**src/rtl/text_buf_ctrl.sv**
```systemverilog
// Write-side controller for the character display buffer: round-robin byte intake,
// cursor-control decoding and buffer writes. Define TEXT_CTRL_CLEAR_EN for the screen-clear sequencer.
module text_buf_ctrl #(
    parameter int GRID_COL = 10,
    parameter int GRID_ROW = 5,
    parameter int ADDR_W   = 6
) (
    input  logic              clk_pix,
    input  logic              rst_n,
    input  logic              kb_valid,
    input  logic [7:0]        kb_ascii,
    output logic              kb_ready,
    input  logic              host_valid,
    input  logic [7:0]        host_ascii,
    output logic              host_ready,
    input  logic [3:0]        colorIndexF,
    input  logic [3:0]        colorIndexB,
    input  logic              clr_req,
    output logic              busy,
    output logic              wr_en,
    output logic [ADDR_W-1:0] wr_addr,
    output logic [15:0]       wr_data,
    output logic [ADDR_W-1:0] cursor_addr
);

    localparam int N = GRID_COL * GRID_ROW;

    // Cursor arithmetic runs one bit wider than the address so nothing wraps early.
    localparam logic [ADDR_W:0]   N_E    = (ADDR_W+1)'(N);
    localparam logic [ADDR_W:0]   COL_E  = (ADDR_W+1)'(GRID_COL);
    localparam logic [ADDR_W:0]   TOP_E  = (ADDR_W+1)'((GRID_ROW - 1) * GRID_COL);
    localparam logic [ADDR_W:0]   ONE_E  = (ADDR_W+1)'(1);
    localparam logic [ADDR_W-1:0] LAST_A = ADDR_W'(N - 1);

`ifdef TEXT_CTRL_CLEAR_EN
    typedef enum logic [1:0] {IDLE, WRITE, CLEAR} state_t;
`else
    typedef enum logic [1:0] {IDLE, WRITE} state_t;
`endif

    state_t            state_q, state_d;
    logic [ADDR_W-1:0] cursor_q, cursor_d;
    logic              wr_en_q, wr_en_d;
    logic [ADDR_W-1:0] wr_addr_q, wr_addr_d;
    logic [15:0]       wr_data_q, wr_data_d;
    logic              prefer_host_q, prefer_host_d;

    logic              clr_go;
    logic              grant_host;
    logic              accept;
    logic [7:0]        byte_in;

`ifdef TEXT_CTRL_CLEAR_EN
    // Set by reset so that the first cycle after release starts an automatic clear.
    logic              boot_clr_q, boot_clr_d;
    assign clr_go = clr_req | boot_clr_q;
`else
    logic              unused_clr;
    assign unused_clr = clr_req;
    assign clr_go     = 1'b0;
`endif

    // With both or neither source valid the pointer decides; a lone valid source always wins.
    always_comb begin
        if (kb_valid && host_valid)
            grant_host = prefer_host_q;
        else if (kb_valid || host_valid)
            grant_host = host_valid;
        else
            grant_host = prefer_host_q;
    end

    assign kb_ready   = (state_q == IDLE) && !clr_go && !grant_host;
    assign host_ready = (state_q == IDLE) && !clr_go &&  grant_host;
    assign accept     = (kb_valid && kb_ready) || (host_valid && host_ready);
    assign byte_in    = grant_host ? host_ascii : kb_ascii;

    logic [ADDR_W:0] c_ext, c_inc, c_dec, c_up, c_down, c_row, c_enter;

    always_comb begin
        c_ext   = {1'b0, cursor_q};
        c_inc   = (c_ext + ONE_E == N_E) ? '0 : c_ext + ONE_E;
        c_dec   = (c_ext == '0) ? N_E - ONE_E : c_ext - ONE_E;
        c_up    = (c_ext >= COL_E) ? c_ext - COL_E : c_ext + TOP_E;
        c_down  = (c_ext < TOP_E) ? c_ext + COL_E : c_ext - TOP_E;
        c_row   = c_ext - (c_ext % COL_E) + COL_E;
        c_enter = (c_row >= N_E) ? '0 : c_row;
    end

    // NOTE: every signal driven here gets a default first, so no path can infer a latch.
    always_comb begin
        state_d       = state_q;
        cursor_d      = cursor_q;
        wr_en_d       = 1'b0;
        wr_addr_d     = wr_addr_q;
        wr_data_d     = wr_data_q;
        prefer_host_d = prefer_host_q;
`ifdef TEXT_CTRL_CLEAR_EN
        boot_clr_d    = boot_clr_q;
`endif

        unique case (state_q)
            IDLE: begin
`ifdef TEXT_CTRL_CLEAR_EN
                if (clr_go) begin
                    state_d    = CLEAR;
                    boot_clr_d = 1'b0;
                    wr_en_d    = 1'b1;
                    wr_addr_d  = '0;
                    wr_data_d  = {colorIndexB, colorIndexF, 8'h00};
                end else
`endif
                if (accept) begin
                    state_d       = WRITE;
                    prefer_host_d = !grant_host;
                    if (byte_in inside {[8'h20:8'h7E]}) begin
                        wr_en_d   = 1'b1;
                        wr_addr_d = cursor_q;
                        wr_data_d = {colorIndexB, colorIndexF, byte_in};
                        cursor_d  = c_inc[ADDR_W-1:0];
                    end else begin
                        case (byte_in)
                            8'h7F: begin
                                wr_en_d   = 1'b1;
                                wr_addr_d = c_dec[ADDR_W-1:0];
                                wr_data_d = {colorIndexB, colorIndexF, 8'h00};
                                cursor_d  = c_dec[ADDR_W-1:0];
                            end
                            8'h11:   cursor_d = c_dec[ADDR_W-1:0];
                            8'h14:   cursor_d = c_inc[ADDR_W-1:0];
                            8'h12:   cursor_d = c_up[ADDR_W-1:0];
                            8'h13:   cursor_d = c_down[ADDR_W-1:0];
                            8'h0D:   cursor_d = c_enter[ADDR_W-1:0];
                            default: cursor_d = cursor_q;
                        endcase
                    end
                end
            end

            WRITE: state_d = IDLE;

`ifdef TEXT_CTRL_CLEAR_EN
            CLEAR: begin
                if (wr_addr_q == LAST_A) begin
                    state_d = IDLE;
                end else begin
                    wr_en_d   = 1'b1;
                    wr_addr_d = wr_addr_q + 1'b1;
                end
            end
`endif

            default: state_d = IDLE;
        endcase

`ifdef TEXT_CTRL_CLEAR_EN
        // Cursor homes in the same cycle as the final clear write.
        if (state_d == CLEAR && wr_addr_d == LAST_A)
            cursor_d = '0;
`endif
    end

    // NOTE: state registers use non-blocking assignments so every flop samples pre-edge values.
    always_ff @(posedge clk_pix or negedge rst_n) begin
        if (!rst_n) begin
            state_q       <= IDLE;
            cursor_q      <= '0;
            wr_en_q       <= 1'b0;
            wr_addr_q     <= '0;
            wr_data_q     <= '0;
            prefer_host_q <= 1'b0;
`ifdef TEXT_CTRL_CLEAR_EN
            boot_clr_q    <= 1'b1;
`endif
        end else begin
            state_q       <= state_d;
            cursor_q      <= cursor_d;
            wr_en_q       <= wr_en_d;
            wr_addr_q     <= wr_addr_d;
            wr_data_q     <= wr_data_d;
            prefer_host_q <= prefer_host_d;
`ifdef TEXT_CTRL_CLEAR_EN
            boot_clr_q    <= boot_clr_d;
`endif
        end
    end

    assign busy        = (state_q != IDLE);
    assign wr_en       = wr_en_q;
    assign wr_addr     = wr_addr_q;
    assign wr_data     = wr_data_q;
    assign cursor_addr = cursor_q;

endmodule
```
**config.mk**
```make
export PLATFORM = sky130hd
export DESIGN_NAME = text_buf_ctrl
export DESIGN_NICKNAME = d
export VERILOG_FILES = /design/src/rtl/text_buf_ctrl.sv
export SDC_FILE = /design/constraint.sdc
export NUM_CORES = 1
export LEC_CHECK = 0
export ABC_AREA = 1
export CAP_MARGIN = 20
export CORE_MARGIN = 5
export CORE_UTILIZATION = 53
export DETAILED_ROUTE_END_ITERATION = 8
export GPL_TIMING_DRIVEN = 0
export HOLD_SLACK_MARGIN = 0.08
export MAX_ROUTING_LAYER = met4
export PLACE_DENSITY = 0.81
export RECOVER_POWER = 50
export SYNTH_ARGS = -nofsm -noshare
export SYNTH_HDL_FRONTEND = slang
export SYNTH_SLANG_ARGS = --single-unit
```
**constraint.sdc**
```tcl
create_clock -name clk_pix -period 6.4 [get_ports clk_pix]
set_input_delay 0.64 -clock clk_pix [delete_from_list [all_inputs] [get_ports clk_pix]]
set_output_delay 0.64 -clock clk_pix [all_outputs]
set_load 0.005 [all_outputs]
```
After elaboration in Yosys (flattened, before gate mapping). Index checks and enable logic that the tools add are counted.

$add $sub $neg: 8. Multiply operators: 0. Divide/modulo/power cells: 1. $lt $le $gt $ge: 5. Equality and inequality tests: 8. Shift operators: 0. Multiplexer cells: 20. Bitwise operators: 0. Reduce and logical (&&, ||, !) cells: 18.

Operator list (count): $mux 6 (8); $eq 8x5->1 const B (4); $mux 16 (2); $pmux 6 s5 (1); $eq 8x4->1 const B (1); $eq 8x7->1 const B (1); $ge 8x6->1 const B (1); $le 8x7->1 const B (1); $mux 8 (1); $add 6x1->7 const B (1); $add 7x4->7 const B (1); $eq 7x6->1 const B (1); $ge 7x6->1 const B (1); $mod 6x4->7 const B (1); $sub 6x7->7 (1); $add 6x4->6 const B (1); $add 6x6->6 const B (1); $ge 6x4->1 const B (1); $logic_and 1x1->1 (6); $logic_not 6->1 (1); $lt 6x6->1 const B (1); $mux 1 (6); $reduce_and 3->1 (2); $reduce_bool 6->1 (1); 11 further kinds (14).

Bits in registers: 32. Latch bits: 0. Memory bits (writable): 0. ROM bits: 0. Input port bits: 29. Output and inout port bits: 32. Logic and storage cells: 66. Memories kept: 0.

Longest topological paths before layout. Gate-level depths: netlist (run 1).

Depth in word-level cells: 9. Depth in mapped cells: 39. Gate-level depth less buffers: 38.

Worst setup path before layout (run 1). Ideal clock, no wire load.

Path kind: flip-flop to flip-flop. From: register cursor_q[1] (netlist: cursor_addr[1]). To: register cursor_q[3] (netlist: cursor_addr[3]). Library setup time: 0.124 ns. Data arrival time: 4.578 ns. Required time: 6.276 ns. Setup slack: 1.698 ns. Stages on the path, launching flop included: 40. Buffers on the path: 1. Clock period less this slack: 4.702 ns. Cells stage by stage: dfrtp_1 > clkbuf_2 > inv_1 > ha_1 > inv_1 > nand2_1 > nand2_1 > ha_1 > inv_1 > nand2_1 > inv_1 > nand2_2 > nand2_1 > nand3_1 > nand2_1 > nand3_2 > nand2_1 > nand2_1 > [... 4 more ...] > nand3_2 > a21oi_1 > a21oi_1 > ha_1 > inv_1 > ha_1 > a21oi_1 > o21ai_1 > a21o_1 > a21oi_1 > xor2_1 > inv_1 > nand2_1 > nand2_1 > nand3_1 > nand2_1 > nand2_1 > o21ai_1.

Word-level cells in the longest chain between the ends: 7. Elaborated cells between the ends (all ways): 21. Classes of those cells: add/sub: 8; div: 1; order compare: 3; eq/ne: 1; mux: 7; reduce/logical: 1.

Ends and longest elaborated chain: start: declaration (line 42) `logic [ADDR_W-1:0] cursor_q, cursor_d;`; start signal: assignment (line 177) `cursor_q <= cursor_d;`; $mod 6x4->7 (line 86) `c_row = c_ext - (c_ext % COL_E) + COL_E;`; $sub 6x7->7 (line 86); $add 7x4->7 (line 86); $ge 7x6->1 (line 87) `c_enter = (c_row >= N_E) ? '0 : c_row;`; $mux 6 (line 87); $pmux 6 s5 (line 122) `case (byte_in)`; $mux 6 (*) (line 116) `if (byte_in inside {[8'h20:8'h7E]}) begin`.

Mark *: on every way between the ends. The rest lies on a longest branch, timed or not. A chain may end at the register's enable or synchronous reset.

Final worst setup path (run 1). Same ends and word-level chain as after synthesis.

==> results of run 1 <==
==> cell usage after synthesis, drive strengths merged <==
cell type,count
nand2,160
inv,65
nor2,36
dfrtp,31
o21ai,31
ha,28
nand3,27
nand4,16
a21oi,15
xor2,12
buf,8
o211ai,6
nor3,5
o22ai,5
o31ai,5
xnor2,4
clkbuf,3
a31oi,2
a211oi,1
a21o,1
a221oi,1
a41oi,1
fa,1
nor4,1
==> final timing paths <==
| path | end | startpoint | slack (ns) |
|---|---|---|---|
| max in group asynchronous | cursor_addr[3] | rst_n | 4.67 |
| worst min-delay path | wr_data[7] | wr_data[7] | 0.47 |
| worst max-delay path | cursor_addr[3] | cursor_addr[1] | 0.83 |
| min in group asynchronous | wr_data[6] | rst_n | 0.77 |
| worst min register to register | wr_data[7] | wr_data[7] | 0.47 |
| worst max register to register | cursor_addr[3] | cursor_addr[1] | 0.83 |
==> through the flow <==
| stage | instance area (um^2) | cells | hold WS (ns) | util [%] | setup slack (ns) |
|---|---|---|---|---|---|
| 6_report | 3961 | 607 | 0.4661 | 67.30 | 0.8309 |
| 5_1_grt | 3961 | 607 | 0.4969 | 67.30 | 0.1846 |
| 4_1_cts | 3963 | 607 | 0.4139 | 67.33 | 0.8285 |
| 3_5_place_dp | 3874 | 599 | 0.4593 | 65.82 | 0.8647 |
| 3_3_place_gp | 3879 | 599 | 0.4504 | 65.90 | 0.9722 |
| 2_1_floorplan | 3194 | 465 | 0.3444 | - | 1.698 |
==> state kept, by name (all words and copies together), names as in the netlist <==
signal,flops
wr_data,16
cursor_addr,6
wr_addr,6
prefer_host_q,1
state_q,1
wr_en,1
==> worst reg2reg max path, delay by kind of cell (launching register included) <==
kind / cells / cell delay [ns]
compound gates: 7 / 0.92
xor+xnor: 1 / 0.20
fa+ha+maj: 5 / 1.19
buf+inv: 8 / 0.97
flops: 1 / 0.47
simple gates: 17 / 1.74
==> per-layer routing <==
metal	part of all wire, %	up-vias	wire, um
met3	5.5	19	470
met2	48	103	4107
met1	45	1481	3844
li1	-	1639	-
met4	1.8	0	151
met5	0	-	0
==> area by class of cell <==
cell class	instances	area, um^2
Multi-Input combinational cell	358	2093
Sequential cell	31	775.7
Fill cell	559	1924
Clock inverter	3	20.02
Timing Repair Buffer	59	584.3
Clock buffer	5	68.82
Buffer	11	78.83
Inverter	65	246.5
Tap cell	75	93.84
==> cells by family (layout without fill, tap and decap cells) <==
group	after synthesis	after routing
simple gates	245	245
xor+xnor	16	16
fa+ha+maj	29	29
buf+inv	76	143
compound gates	68	68
flops	31	31
==> flow_summary.toml, run 1 <==
[outcome]
status = "finished, violations left"
violations = "capacitance limit, slew limit"

[cts]
cts_resized = 0
cts_tree = "done"
h-tree-depth = 2
clockBufferDepth = 2
cts.hold.buffers_added = 0
cts_setup_buffers = 0
numClockSinks = 31
cts_buffers = 5
cts-root-buf = "clkbuf_8"
clk-insertion-delay-late_ns = 0.29
path_clk_slew_ns = 0.07

[floorplan]
die_h_um = 87.64
die_w_um = 87.64
start_util_pct = 54.27
dieArea_um2 = 7680
rows = 28
core_um2 = 5886
pin_count = 61

[global_routing]
grt_usage_pct = 24.10
grt_pass1_wl_um = 14460
use_met2_pct = 40.75
grt_start_max_net_pins = 32
grt_overflow = 0
grt_pass1_vias = 3117
antenna_found_initial = 0
grt.busiest_layer = "met2"
grt_use_met3_pct = 3.198
met1_usage_pct = 30.61

[timing]
worst_slew_pin_slew_ns = 1.666
setup_viol = 0
slew_viol_final = 32
relSlewSlack_pct = -11.06
rsz0062_at_grt = "no"
fin_crit_sh_pct = 87.02
hold_viol = 0
period_minus_slack_ns = 5.569
fmax_mhz = 179.6
setup_tns_ns = 0
skew_ns = 0.002896

[synth]
synthXorXnorAreaFrac_pct = 4.387
synth_top_family_by_area = "simple AND/OR/NAND/NOR gates"
synth_fa_ha_area_share_pct = 11.59
synth_compound_area_share_pct = 13.75
synth_fp_nets = 523
avgSynthCellArea_um2 = 6.869
ys_seq_elements = 31
synth_cell_types = 42
synth_top_cell_by_area = "dfrtp_1"
syn_area_um2 = 3194
synthSimpleGateAreaFrac_pct = 35.80
synth.area.top_cells = "dfrtp_1 24%, nand2_1 18%, ha_1 11%"
synth_seq_area_share_pct = 24.29
synthCells = 465
synthMuxAreaShare_pct = 0
ys_warn_count = 0
synth.top_cell.area_share_pct = 24.29

[drt]
wirelength_um = 8573
initialDrtViolationCount = 246
avgRoutedWirePerCell_um = 14.12
routed-via-count = 3242
first_pass_iters = 5
drtAntennaViolNets = 0
drc = 0
viasPerCell = 5.341

[min_path]
hold_depth = 2
min-delay-path-class = "reg -> reg"

[placement]
hpwl_um = 6818
io_buffer_count = 59
place.gp.congestion = 0.9574

[worst_setup_path]
arrival_ns = 5.78
path_buf_inv = 8
max_stage_delay_ns = 0.47
cp-end-kind = "flip-flop"
startpoint_type = "flip-flop"
crit_path_top_delay_cell = "dfrtp_1"
rr_worst_depth = 38
cp.required_ns = 6.61
crit_cells = 38
cp_max_fo = 9
cp_common_cell = "nand2_1"
critical_path.top_delay_family = "simple AND/OR/NAND/NOR gates"
crit_type = "reg -> reg"

[finish]
n_antenna_cell = 0
nets = 589
layout.cells.most_common_list = "150 x nand2_1, 54 x inv_1, 43 x clkdlybuf4s50_1"
layout-drive-gt1-share_pct = 11.28
area_growth_syn_to_layout_pct = 24.01
final_common_cell = "nand2_1"

[job]
drv_cap = 1
Power of run 1 is not shown: default switching activity piles up to over one toggle a cycle in this logic, so the estimate is an artifact.
==> run 2: changes to the inputs <==
Settings changed: MAX_ROUTING_LAYER met4 to default.
==> run 2 against run 1 <==
Clock skew is 0.0074 ns higher. Largest cell class unchanged. Register-to-register slack barely moved. Via count is essentially flat. The flow now finishes without violations. Critical path depth unchanged. Critical path type unchanged. Worst setup slack better by 0.0064 ns. Count of clock-buffer cells in the layout grew 2. Hold slack got worse by 0.0032 ns.
==> flow_summary.toml, run 2 (synthesis gave the netlist of run 1 again) <==
[floorplan]
dieArea_um2 = 7680
die_w_um = 87.64
rows = 28
pin_count = 61
core_um2 = 5886
start_util_pct = 54.27
die_h_um = 87.64

[finish]
nets = 590
area_growth_syn_to_layout_pct = 24.79
layout-drive-gt1-share_pct = 11.26
layout.cells.most_common_list = "150 x nand2_1, 54 x inv_1, 43 x clkdlybuf4s50_1"
regArea_um2 = 775.7
n_antenna_cell = 0
final_common_cell = "nand2_1"
fillCellCount = 523
multi_input_comb_area_um2 = 2093
largest_register_ffs = 16

[worst_setup_path]
max_stage_delay_ns = 0.49
arrival_ns = 5.79
crit_path_top_delay_cell = "dfrtp_1"
cp_common_cell = "nand2_1"
cp.required_ns = 6.63
startpoint_type = "flip-flop"
cp_max_fo = 9
cp-end-kind = "flip-flop"
crit_type = "reg -> reg"

[drt]
drtAntennaViolNets = 0
avgRoutedWirePerCell_um = 13.95
wirelength_um = 8479
routed-via-count = 3244
drc = 0
viasPerCell = 5.336
initialDrtViolationCount = 210
first_pass_iters = 5

[timing]
skew_ns = 0.01029
slew_viol_final = 0
worst_slew_pin_slew_ns = 1.094
setup_viol = 0
fin_crit_sh_pct = 86.92
rsz0062_at_grt = "no"
setup_tns_ns = 0
fmax_mhz = 179.8
hold_viol = 0
setup_slack_ns = 0.8373
relSlewSlack_pct = 27.09
period_minus_slack_ns = 5.563

[global_routing]
antenna_found_initial = 0
grt_pass1_wl_um = 14680
grt_pass1_vias = 3158
grt_overflow = 0
grt_start_max_net_pins = 21
grt_usage_pct = 24.04

[cts]
clockBufferDepth = 2
cts_buffers = 5
cts-root-buf = "clkbuf_8"
cts_tree = "done"
cts_resized = 0
clk-insertion-delay-late_ns = 0.29
h-tree-depth = 2
numClockSinks = 31
cts_setup_buffers = 0
cts.hold.buffers_added = 0
path_clk_slew_ns = 0.07

[placement]
hpwl_um = 6756
pre_cts_ws_ns = 0.8843
io_buffer_count = 59
place.gp.congestion = 0.9491

[outcome]
status = "finished, final reports clean"

[job]
drv_cap = 0

[min_path]
min-delay-path-class = "reg -> reg"
run 2: metrics by stage:
| stage | utilization, % | area, um^2 | hold slack (ns) | cells |
|---|---|---|---|---|
| detailed placement | 66.37 | 3906 | 0.4579 | 600 |
| finish | 67.73 | 3986 | 0.4629 | 608 |
| global route | 67.73 | 3986 | 0.4801 | 608 |
| global placement | 65.90 | 3879 | 0.4501 | 599 |
| CTS | 68.13 | 4010 | 0.4743 | 608 |
| floorplan | - | 3194 | 0.3444 | 465 |
run 2: final timing paths:
check	startpoint	end	slack, ns	depth (start not counted)
worst min register to register	wr_data[7]	wr_data[7]	0.46	2
min in group asynchronous	rst_n	cursor_addr[2]	0.77	1
max in group asynchronous	rst_n	wr_addr[0]	4.24	2
worst max-delay path	cursor_addr[1]	cursor_addr[4]	0.84	38
worst max register to register	cursor_addr[1]	cursor_addr[4]	0.84	38
worst min-delay path	wr_data[7]	wr_data[7]	0.46	2
run 2: final cells by class:
type | instances | share of cell area [%]
well taps | 75 | 2.354
inverters | 65 | 6.183
clock buffers | 7 | 2.417
flip-flops and latches | 31 | 19.46
clock inverters | 1 | 0.1883
plain buffers | 11 | 1.977
repair buffers | 60 | 14.91
multi-input cells | 358 | 52.51
run 2: critical path: cells and delay by family (launching register included):
family	cells	cell delay (ns)
DFF	1	0.49
buffers and inverters	8	0.98
adders and majority gates	5	1.17
AOI/OAI and AO/OA	6	0.82
xor gates and xnor gates	1	0.20
and+or+nand+nor	18	1.82
run 2: per-layer routing:
| layer | up-vias | wire (um) | GRT usage, % |
|---|---|---|---|
| met4 | 0 | 216 | 9.623 |
| met3 | 18 | 521 | 5.080 |
| met2 | 119 | 4059 | 40.48 |
| met1 | 1465 | 3681 | 29.94 |
| met5 | - | 0 | 0 |
| li1 | 1642 | - | - |
Power of run 2 is left out for the same reason.
